### src/rtl/cla_pkg.sv
// Shared definitions for the nibble-serial CLA subtractor.
//   NIB_W        : width of one carry-lookahead slice.
//   cla_state_e  : FSM state encoding (IDLE / RUN / DONE).
//   cla_nibs()   : number of nibbles in a WIDTH-bit operand.
//   cla_idx_w()  : width of the nibble index register.
package cla_pkg;

    localparam int NIB_W = 4;

    typedef enum logic [1:0] {
        S_IDLE = 2'd0,
        S_RUN  = 2'd1,
        S_DONE = 2'd2
    } cla_state_e;

    function automatic int cla_nibs(input int width);
        return width / NIB_W;
    endfunction

    function automatic int cla_idx_w(input int width);
        return $clog2(width / NIB_W);
    endfunction

endpackage

### src/rtl/cla_subtractor_seq_cla4_slice.sv
// Combinational 4-bit carry-lookahead adder slice.
//   i_a, i_b : nibble operands
//   i_c      : carry in
//   o_sum    : 4-bit sum
//   o_c      : carry out
module cla4_slice
    import cla_pkg::*;
(
    input  logic [NIB_W-1:0] i_a,
    input  logic [NIB_W-1:0] i_b,
    input  logic             i_c,
    output logic [NIB_W-1:0] o_sum,
    output logic             o_c
);

    logic [3:0] w_p;
    logic [3:0] w_g;
    logic [4:0] w_c;

    assign w_p = i_a ^ i_b;
    assign w_g = i_a & i_b;

    // Every carry is expanded directly from generate/propagate terms so no
    // carry ripples through another within the slice.
    assign w_c[0] = i_c;
    assign w_c[1] = w_g[0] | (w_p[0] & i_c);
    assign w_c[2] = w_g[1] | (w_p[1] & w_g[0]) | (w_p[1] & w_p[0] & i_c);
    assign w_c[3] = w_g[2] | (w_p[2] & w_g[1]) | (w_p[2] & w_p[1] & w_g[0])
                  | (w_p[2] & w_p[1] & w_p[0] & i_c);
    assign w_c[4] = w_g[3] | (w_p[3] & w_g[2]) | (w_p[3] & w_p[2] & w_g[1])
                  | (w_p[3] & w_p[2] & w_p[1] & w_g[0])
                  | (w_p[3] & w_p[2] & w_p[1] & w_p[0] & i_c);

    assign o_sum = w_p ^ w_c[3:0];
    assign o_c   = w_c[4];

endmodule

### src/rtl/cla_subtractor_seq.sv
// Nibble-serial two's-complement subtractor: diff = a - b - bin, computed as
// a + ~b + ~bin one 4-bit CLA slice per clock.
//   clk, rst_n           : clock, synchronous active-low reset
//   in_valid / in_ready  : operand handshake (a, b, bin)
//   out_valid / out_ready: result handshake (diff, bout, zero, ovf)
//   dbg_state            : current FSM state for observation
// Handshake rule: a transfer happens on a rising edge where valid and ready
// are both 1; valid, once raised, holds with its data until that edge.
module cla_subtractor_seq
    import cla_pkg::*;
#(
    parameter int WIDTH = 32
) (
    input  logic             clk,
    input  logic             rst_n,
    input  logic             in_valid,
    output logic             in_ready,
    input  logic [WIDTH-1:0] a,
    input  logic [WIDTH-1:0] b,
    input  logic             bin,
    output logic             out_valid,
    input  logic             out_ready,
    output logic [WIDTH-1:0] diff,
    output logic             bout,
    output logic             zero,
    output logic             ovf,
    output logic [1:0]       dbg_state
);

    localparam int NIBS  = cla_nibs(WIDTH);
    localparam int IDX_W = cla_idx_w(WIDTH);

    cla_state_e       r_state;
    logic [WIDTH-1:0] r_a;       // shifts right one nibble per RUN cycle
    logic [WIDTH-1:0] r_b;
    logic [WIDTH-1:0] r_acc;     // partial difference, filled from the top
    logic             r_carry;
    logic [IDX_W-1:0] r_idx;
    logic             r_zacc;
    logic             r_a_msb;
    logic             r_b_msb;
    logic [WIDTH-1:0] r_diff;
    logic             r_bout;
    logic             r_zero;
    logic             r_ovf;
    logic             r_out_valid;

    logic [NIB_W-1:0] w_nb;
    logic [NIB_W-1:0] w_sum;
    logic             w_cout;
    logic [WIDTH-1:0] w_acc_next;
    logic             w_last;

    assign w_nb       = ~r_b[NIB_W-1:0];
    assign w_acc_next = {w_sum, r_acc[WIDTH-1:NIB_W]};
    assign w_last     = (r_idx == IDX_W'(NIBS - 1));

    cla4_slice u_slice (
        .i_a   (r_a[NIB_W-1:0]),
        .i_b   (w_nb),
        .i_c   (r_carry),
        .o_sum (w_sum),
        .o_c   (w_cout)
    );

    always_ff @(posedge clk) begin
        if (!rst_n) begin
            r_state     <= S_IDLE;
            r_a         <= '0;
            r_b         <= '0;
            r_acc       <= '0;
            r_carry     <= 1'b0;
            r_idx       <= '0;
            r_zacc      <= 1'b0;
            r_a_msb     <= 1'b0;
            r_b_msb     <= 1'b0;
            r_diff      <= '0;
            r_bout      <= 1'b0;
            r_zero      <= 1'b0;
            r_ovf       <= 1'b0;
            r_out_valid <= 1'b0;
        end else begin
            case (r_state)
                S_IDLE: begin
                    if (in_valid) begin
                        r_a     <= a;
                        r_b     <= b;
                        r_a_msb <= a[WIDTH-1];
                        r_b_msb <= b[WIDTH-1];
                        r_carry <= ~bin;
                        r_idx   <= '0;
                        r_zacc  <= 1'b1;
                        r_acc   <= '0;
                        r_state <= S_RUN;
                    end
                end
                S_RUN: begin
                    r_a     <= r_a >> NIB_W;
                    r_b     <= r_b >> NIB_W;
                    r_acc   <= w_acc_next;
                    r_carry <= w_cout;
                    r_idx   <= r_idx + 1'b1;
                    r_zacc  <= r_zacc & (w_sum == '0);
                    if (w_last) begin
                        // Result registers load only here, so a partial
                        // difference never reaches the outputs.
                        r_diff      <= w_acc_next;
                        r_bout      <= ~w_cout;
                        r_zero      <= r_zacc & (w_sum == '0);
                        r_ovf       <= (r_a_msb ^ r_b_msb) & (w_sum[NIB_W-1] ^ r_a_msb);
                        r_out_valid <= 1'b1;
                        r_state     <= S_DONE;
                    end
                end
                S_DONE: begin
                    if (out_ready) begin
                        r_out_valid <= 1'b0;
                        r_state     <= S_IDLE;
                    end
                end
                default: begin
                    r_state <= S_IDLE;
                end
            endcase
        end
    end

    assign in_ready  = rst_n & (r_state == S_IDLE);
    assign out_valid = r_out_valid;
    assign diff      = r_diff;
    assign bout      = r_bout;
    assign zero      = r_zero;
    assign ovf       = r_ovf;
    assign dbg_state = r_state;

endmodule

### config.mk
export PLATFORM = sky130hd
export DESIGN_NAME = cla_subtractor_seq
export DESIGN_NICKNAME = d
export VERILOG_FILES = /design/src/rtl/cla_pkg.sv /design/src/rtl/cla_subtractor_seq_cla4_slice.sv /design/src/rtl/cla_subtractor_seq.sv
export SDC_FILE = /design/constraint.sdc
export NUM_CORES = 1
export LEC_CHECK = 0
export ABC_AREA = 1
export CAP_MARGIN = 20
export CORE_ASPECT_RATIO = 0.7
export CORE_UTILIZATION = 40
export DETAILED_ROUTE_END_ITERATION = 7
export PLACE_DENSITY_LB_ADDON = 0.1
export SLEW_MARGIN = 10
export SYNTH_ARGS = -nofsm -noshare
export SYNTH_HDL_FRONTEND = slang
export SYNTH_HIERARCHICAL = 1
export SYNTH_SLANG_ARGS = --single-unit
### constraint.sdc
create_clock -name clk -period 5.2 [get_ports clk]
set_clock_uncertainty 0.15 [all_clocks]
set_input_delay 0.78 -clock clk [delete_from_list [all_inputs] [get_ports clk]]
set_output_delay 0.78 -clock clk [all_outputs]
set_load 0.005 [all_outputs]
==> flow_summary.ini, run 1 <==
[synthesis]
synthDistinctLibCells = 24
yosysMostFrequentCell = nand2_1
synth_enable_flop_cells = 0
synth.largest_area_cell = dfxtp_1
synth_commonest_cells = nand2_1, dfxtp_1, nor2_1
syn-num-nets = 1028
synth-seq-cells = 137
synth_top_area_share_pct = 44.5
syn-cell-area_um2 = 6160
syn_inst = 952
synth_seq_area_share_pct = 44.5
synth_area_leaders = dfxtp_1, nand2_1, nor2_1, a21oi_1, nand3_1
yosysWarnings = 6
syn_area_per_cell_um2 = 6.48
synth_top_flop_cell = dfxtp_1
ys_async_sr_fraction_pct = 0

[sta]
finalCritPeriodShare_pct = 56.4
hold_viol_final = 0
slew_violations = 0
period_minus_slack_ns = 2.93
rsz0062_at_grt = false
fmax_mhz = 341
setup_viol = 0
fin_tns_setup_ns = 0
fin_hold_ws_ns = 0.310
worst_slew_pin_slew_ns = 1.10
slew_headroom_pct = 26.4

[drt]
ant_nets = 0
wirelength_um = 14800
vias_per_cell = 4.56
via_count = 5628
drtIter0Drc = 294
drtPass1Iterations = 5
drc = 0
wl_per_cell_um = 12.0

[floorplanning]
dieHeight_um = 106
ios = 108
start_util_pct = 41.5
row_count = 37
die-area_um2 = 15900
core_um2 = 14900
die_x_um = 150

[power]
pwr-share-seq_pct = 42.0
leakage_nw = 3.39
switching_share_pct = 26.3
p_int_mw = 1.98
ir_worst_vdd_mv = 0.228
power_frac_comb_pct = 12.8
powerDensity_nw_per_um2 = 342
clkPwrFrac_pct = 45.1
p_sw_mw = 0.707

[place]
gp_congestion = 0.725
io_buffer_count = 107
placed_cells = 1202
dp_hpwl_um = 8880

[final_layout]
drive_gt1_share_pct = 4.72
register_area_um2 = 2740
nets = 1102
final_cells = 1234
multi_input_area_um2 = 2840
num_antenna_cells = 0
fillCellCount = 1491
syn2layout_area_growth_pct = 27.3

[clock_tree]
worstSkewPairLatency_ns = 0.41
clock_sinks = 137
clockRootBuffer = clkbuf_16
postCtsHoldBufs = 0
htree_levels = 4
clk_path_buf_depth = 2
clk_pin_slew_worst_paths_ns = 0.06
cts_tree = done
post_cts_resized = 0
post_cts_buffers = 0
numCtsBuffers = 17

[global_route]
overflow = 0
grt_max_degree = 113
grt.busiest_layer = met1
use_met1_pct = 28.8
use_met3_pct = 4.42
grt_pass1_vias = 5092
antenna_found_initial = 0
grt_usage_pct = 19.6
grt_pass1_wl_um = 24500
use_met2_pct = 27.7

[setup_path]
cp_slowest_cell = buf_4
cp-end-kind = primary output
cp_max_fo = 63
startpoint_type = flip-flop
cp.buffers_inverters = 2
critPathKind = reg2out
path_cells = buf_4, nor3_1, clkdlybuf4s50_1
cp_top_family = buffers and inverters
max_stage_delay_ns = 0.61
cp.required_ns = 4.27
arrival_ns = 2.00

[job]
max-cap-violations = 0

[outcome]
status = complete, no violations

[hold_path]
hold_class = reg2reg
## through the flow
stage                     total power, mW  utilization (%)  setup slack [ns]  instance area, um2
after floorplan                      1.39                -              2.89                6160
after global placement               1.50             48.8              2.17                7250
after detailed placement             1.50             48.8              2.16                7250
after CTS                            2.72             52.8              2.24                7850
after global routing                 2.82             52.8              2.17                7850
final                                2.69             52.8              2.27                7850
## kinds of logic (layout without fill, tap and decap cells)
| kind of cell | after synthesis | after routing | synth area share [%] |
|---|---|---|---|
| buf+inv | 139 | 226 | 9.40 |
| xor+xnor | 1 | 1 | 0.142 |
| compound gates | 80 | 80 | 6.68 |
| simple gates | 588 | 588 | 37.8 |
| fa+ha+maj | 7 | 7 | 1.54 |
| flops | 137 | 137 | 44.5 |
## per-layer routing
layer	vias to the layer above	part of all wire (%)
li1	3058	-
met1	2453	54
met2	109	40
met5	-	0
met3	8	4.5
met4	0	0.64
## cell usage in the layout, fill, tap and decap left out, types with 2 or more instances in the layout
cell type,netlist,final
nand2_2,2,2
clkbuf_16,0,17
dfxtp_1,137,136
inv_1,77,77
clkdlybuf4s50_1,0,106
nand2_1,383,383
clkinvlp_4,0,4
inv_6,0,5
nand3_1,73,73
buf_4,6,8
ha_1,6,6
nor2_2,2,2
nand4_1,2,2
bufinv_16,0,2
clkbuf_8,0,2
a21oi_1,78,78
nor2_1,122,122
inv_2,1,2
## cell type report
cell class | count | share of cell area (%)
Multi-Input combinational cell | 676 | 36.2
Sequential cell | 137 | 35.0
Timing Repair Buffer | 115 | 14.3
Clock buffer | 20 | 5.82
Inverter | 79 | 3.78
Tap cell | 195 | 3.11
Clock inverter | 12 | 1.77
## state kept, by name, indices dropped and copies added (netlist names), 2 cells and up
signal,flops
dbg_state,2
r_acc,28
r_a,32
r_idx,3
diff,32
r_b,32
## worst register-to-register path: cells and delay by family, from the launching register on
kind / cells / cell delay (ns)
flip-flops: 1 / 0.49
buffers and inverters: 3 / 1.28
AO/OA/AOI/OAI: 1 / 0.14
AND/OR/NAND/NOR: 3 / 0.36
## path summary, 6_finish.rpt
path                start         to  slack [ns]  cells after the start
max          dbg_state[0]   in_ready        2.27                      3
min             out_valid  out_valid        0.31                      2
max reg2reg  dbg_state[1]    r_b[11]        2.69                      7
min reg2reg     out_valid  out_valid        0.31                      2
## power groups by stage
stage / sequential (mW) / combinational (mW) / clock, mW
after global placement: 1.15 / 0.345 / 0
final: 1.13 / 0.345 / 1.21
after CTS: 1.13 / 0.349 / 1.24
after floorplan: 1.15 / 0.243 / 0
after global routing: 1.14 / 0.399 / 1.29
after detailed placement: 1.15 / 0.346 / 0
No activity file was read; power rests on OpenSTA's default activity.
==> inputs of run 2 (changes only) <==
==> constraint.sdc (replaced) <==
create_clock -name clk -period 2.6 [get_ports clk]
set_clock_uncertainty 0.15 [all_clocks]
set_input_delay 0.39 -clock clk [delete_from_list [all_inputs] [get_ports clk]]
set_output_delay 0.39 -clock clk [all_outputs]
set_load 0.005 [all_outputs]
==> run 2 against run 1 <==
Sequential share of layout area down 0.30 points; sequential power up 100%; clock-buffer cell count down 1; critical endpoint unchanged.
==> flow_summary.ini, run 2 (synthesis results as in run 1) <==
[outcome]
status = complete, no violations

[final_layout]
layout_common_cells = nand2_1, dfxtp_1, nor2_1, clkdlybuf4s50_1, a21oi_1
final_core_util_pct = 53.3
layout_commonest_cell = nand2_1
final_cells = 1241
fillCellCount = 1508
num_antenna_cells = 0
nets = 1109
syn2layout_area_growth_pct = 28.4
drive_gt1_share_pct = 5.35

[job]
max-cap-violations = 0

[setup_path]
critPathKind = reg2out
cp-end-kind = primary output
crit_start = dbg_state[1]
cp_max_fo = 6
reg2reg_to = ovf
r2r-start = r_idx[0]
ff2ff_path_depth = 6
cp.required_ns = 2.06
endpoint = in_ready
arrival_ns = 1.61
r2r_slack_ns = 0.58
startpoint_type = flip-flop

[floorplanning]
dieHeight_um = 106
die_x_um = 150
start_util_pct = 41.5
die-area_um2 = 15900
ios = 108
row_count = 37
core_um2 = 14900

[clock_tree]
cts_tree = done
clockRootBuffer = clkbuf_16
numCtsBuffers = 17
htree_levels = 4
post_cts_resized = 0
post_cts_buffers = 0
clk_path_buf_depth = 2
postCtsHoldBufs = 0
clock_sinks = 137
clk_pin_slew_worst_paths_ns = 0.06
worstSkewPairLatency_ns = 0.41

[sta]
setup_viol = 0
fin_tns_setup_ns = 0
period_minus_slack_ns = 2.15
worst_slew_pin_slew_ns = 0.835
finalCritPeriodShare_pct = 82.7
fin_hold_ws_ns = 0.312
slew_headroom_pct = 44.3
fmax_mhz = 465
rsz0062_at_grt = false
hold_viol_final = 0
slew_violations = 0

[power]
leakage_nw = 3.44
pwr-share-seq_pct = 42.2
switching_share_pct = 26.5
clkPwrFrac_pct = 44.7
powerDensity_nw_per_um2 = 678
p_int_mw = 3.94
p_sw_mw = 1.42
ir_worst_vdd_mv = 0.523
power_frac_comb_pct = 13.1

[drt]
wirelength_um = 15000
via_count = 5604
wl_per_cell_um = 12.1
drc = 0
drtIter0Drc = 280
drtPass1Iterations = 4
ant_nets = 0
vias_per_cell = 4.52

[place]
gp_congestion = 0.755
dp_hpwl_um = 9350
placed_cells = 1209
io_buffer_count = 107

[global_route]
grt_usage_pct = 20.0
grt_pass1_wl_um = 25200
grt_pass1_vias = 5214
overflow = 0
antenna_found_initial = 0
grt_max_degree = 97

[hold_path]
hold_class = reg2reg
==> run 2: cell count changes in the layout (fill, tap and decap cells not counted), sizes merged <==
cell	change
buf	+7
clkbuf	-1
clkinv	+5
clkinvlp	-3
inv	-1
==> run 2: power groups by stage <==
stage               Combinational, mW  Sequential [mW]  Clock, mW
floorplan                       0.486             2.29          0
global placement                0.700             2.31          0
detailed placement              0.703             2.31          0
CTS                             0.708             2.26       2.45
global route                    0.809             2.27       2.55
finish                          0.703             2.26       2.40
==> run 2: critical path, stage by stage (launching register included) <==
cell	delay, ns
dfxtp_1	0.38
nor3_1	0.26
clkdlybuf4s50_1	0.56
==> run 2: worst min path at each step <==
| stage | depth (start not counted) | from | end | slack [ns] |
|---|---|---|---|---|
| floorplan | 2 | r_acc[4] | diff[0] | 0.29 |
| global placement | 2 | out_valid | out_valid | 0.30 |
| detailed placement | 2 | r_acc[6] | r_acc[6] | 0.30 |
| CTS | 2 | diff[9] | diff[9] | 0.31 |
| global route | 2 | r_a[31] | r_a[31] | 0.33 |
| finish | 2 | diff[11] | diff[11] | 0.31 |
==> run 2: area by class of cell <==
cell class / count / area [um2] / share of cell area [%]
inverter: 79 / 297 / 3.75
clock buffer: 19 / 443 / 5.59
sequential: 137 / 2740 / 34.7
tap: 195 / 244 / 3.08
multi-input combinational: 676 / 2840 / 35.9
clock inverter: 13 / 144 / 1.82
timing repair buffer: 122 / 1200 / 15.2
==> run 2: through the flow <==
| stage | power [mW] | setup slack [ns] | instance area, um2 |
|---|---|---|---|
| 2_1_floorplan | 2.78 | 0.954 | 6160 |
| 3_3_place_gp | 3.01 | 0.587 | 7330 |
| 3_5_place_dp | 3.01 | 0.581 | 7330 |
| 4_1_cts | 5.42 | 0.418 | 7920 |
| 5_1_grt | 5.63 | 0.384 | 7920 |
| 6_report | 5.36 | 0.451 | 7920 |
==> run 2: metal layers <==
layer / vias up / global-route usage [%] / routed length [um] / part of all wire, %
met3: 13 / 4.81 / 749 / 5.0
li1: 3075 / - / - / -
met4: 0 / 6.57 / 167 / 1.1
met2: 106 / 27.7 / 5860 / 39
met5: - / 0 / 0 / 0
met1: 2410 / 29.8 / 8220 / 55
==> inputs of run 3 (changes only) <==
==> constraint.sdc (replaced) <==
create_clock -name clk -period 2.15 [get_ports clk]
set_clock_uncertainty 0.15 [all_clocks]
set_input_delay 0.3225 -clock clk [delete_from_list [all_inputs] [get_ports clk]]
set_output_delay 0.3225 -clock clk [all_outputs]
set_load 0.005 [all_outputs]
==> run 3 against run 2 <==
First-iteration DRC count rose by 33%; clock-buffer cell count fell by 2; global-route usage is essentially flat; critical path depth did not move; sequential share of layout area fell by 0.16 points; register-to-register slack worse by 0.30 ns; die area did not move; setup slack worse by 0.36 ns; critical path type unchanged.
==> flow_summary.ini, run 3 (synthesis results as in run 1) <==
[floorplanning]
die-area_um2 = 15900
die_x_um = 150
row_count = 37
dieHeight_um = 106
ios = 108
start_util_pct = 41.5
core_um2 = 14900

[drt]
drtIter0Drc = 373
drc = 0
ant_nets = 0
vias_per_cell = 4.59
via_count = 5701
wl_per_cell_um = 12.1
wirelength_um = 15100
drtPass1Iterations = 5

[final_layout]
final_cells = 1243
layout_common_cells = nand2_1, dfxtp_1, nor2_1, clkdlybuf4s50_1, a21oi_1
fillCellCount = 1500
final_core_util_pct = 53.5
num_antenna_cells = 0
layout_commonest_cell = nand2_1
drive_gt1_share_pct = 5.63
nets = 1112
multi_input_area_um2 = 2840
syn2layout_area_growth_pct = 29.0
register_area_um2 = 2740

[setup_path]
path_cells = nor3_1, clkdlybuf4s50_1
startpoint_type = flip-flop
cp.required_ns = 1.68
critPathKind = reg2out
arrival_ns = 1.58
cp_max_fo = 8
cp-end-kind = primary output
max_stage_delay_ns = 0.54
cp_slowest_cell = clkdlybuf4s50_1

[power]
ir_worst_vdd_mv = 0.506
powerDensity_nw_per_um2 = 809
leakage_nw = 3.45

[sta]
worst_slew_pin_slew_ns = 0.770
setup_viol = 0
fin_tns_setup_ns = 0
hold_viol_final = 0
rsz0062_at_grt = false
finalCritPeriodShare_pct = 95.6
fmax_mhz = 487
slew_violations = 0
slew_headroom_pct = 48.7
period_minus_slack_ns = 2.06

[clock_tree]
post_cts_buffers = 0
clock_sinks = 137
clockRootBuffer = clkbuf_16
postCtsHoldBufs = 0
clk_path_buf_depth = 2
numCtsBuffers = 17
worstSkewPairLatency_ns = 0.41
cts_tree = done
post_cts_resized = 0
htree_levels = 4
clk_pin_slew_worst_paths_ns = 0.06

[global_route]
grt_pass1_wl_um = 25100
overflow = 0
grt_usage_pct = 20.0
grt_pass1_vias = 5010
grt_max_degree = 78
antenna_found_initial = 0

[hold_path]
hold_class = reg2reg

[outcome]
status = complete, no violations

[place]
placed_cells = 1212
gp_congestion = 0.753
io_buffer_count = 107
dp_hpwl_um = 9500

[job]
max-cap-violations = 0
-- run 3: cell count changes in the layout (fill, tap and decap cells not counted) --
cell and delta:
clkbuf_8 -1, clkinv_4 +1, buf_4 +1, clkinvlp_4 +2
inv_6 -2, clkbuf_1 -1, buf_12 +2
-- run 3: area by class of cell --
class | count | area share (%)
clock buffer | 17 | 5.35
inverter | 79 | 3.73
tap | 195 | 3.07
clock inverter | 14 | 1.89
sequential | 137 | 34.5
multi-input combinational | 676 | 35.7
timing repair buffer | 125 | 15.7
-- run 3: final timing paths --
check             cells after the start  slack (ns)   endpoint         start
setup reg to reg                     12        0.28       zero        r_b[2]
setup / recovery                      2        0.09   in_ready  dbg_state[0]
hold reg to reg                       2        0.31  out_valid     out_valid
hold / removal                        2        0.31  out_valid     out_valid
-- run 3: per-stage QoR --
| step | setup slack, ns | power, mW | area, um2 | hold WS, ns |
|---|---|---|---|---|
| after floorplan | 0.504 | 3.36 | 6160 | 0.289 |
| after global placement | 0.282 | 3.64 | 7380 | 0.302 |
| after detailed placement | 0.280 | 3.65 | 7380 | 0.305 |
| after CTS | 0.0744 | 6.50 | 7950 | 0.313 |
| after global routing | 0.0290 | 6.76 | 7950 | 0.325 |
| final | 0.0949 | 6.44 | 7950 | 0.312 |
-- run 3: power breakdown --
part	leakage, nW	internal, mW	switching [mW]	total (mW)
clock network	0.275	1.71	1.14	2.85
registers	1.12	2.67	0.0695	2.74
logic	2.06	0.355	0.496	0.851
-- run 3: worst max-delay path, delay by kind of cell, from the launching register on --
kind	cells	cell delay, ns
buffers and inverters	1	0.54
DFF	1	0.39
and+or+nand+nor	1	0.25
-- run 3: metal layers --
metal  part of all wire [%]  up-vias  track usage, %
li1                       -     3077               -
met1                     54     2505            30.4
met2                     41      107            27.7
met3                    4.4       12            4.03
met4                   0.78        0            6.06
met5                      0        -               0
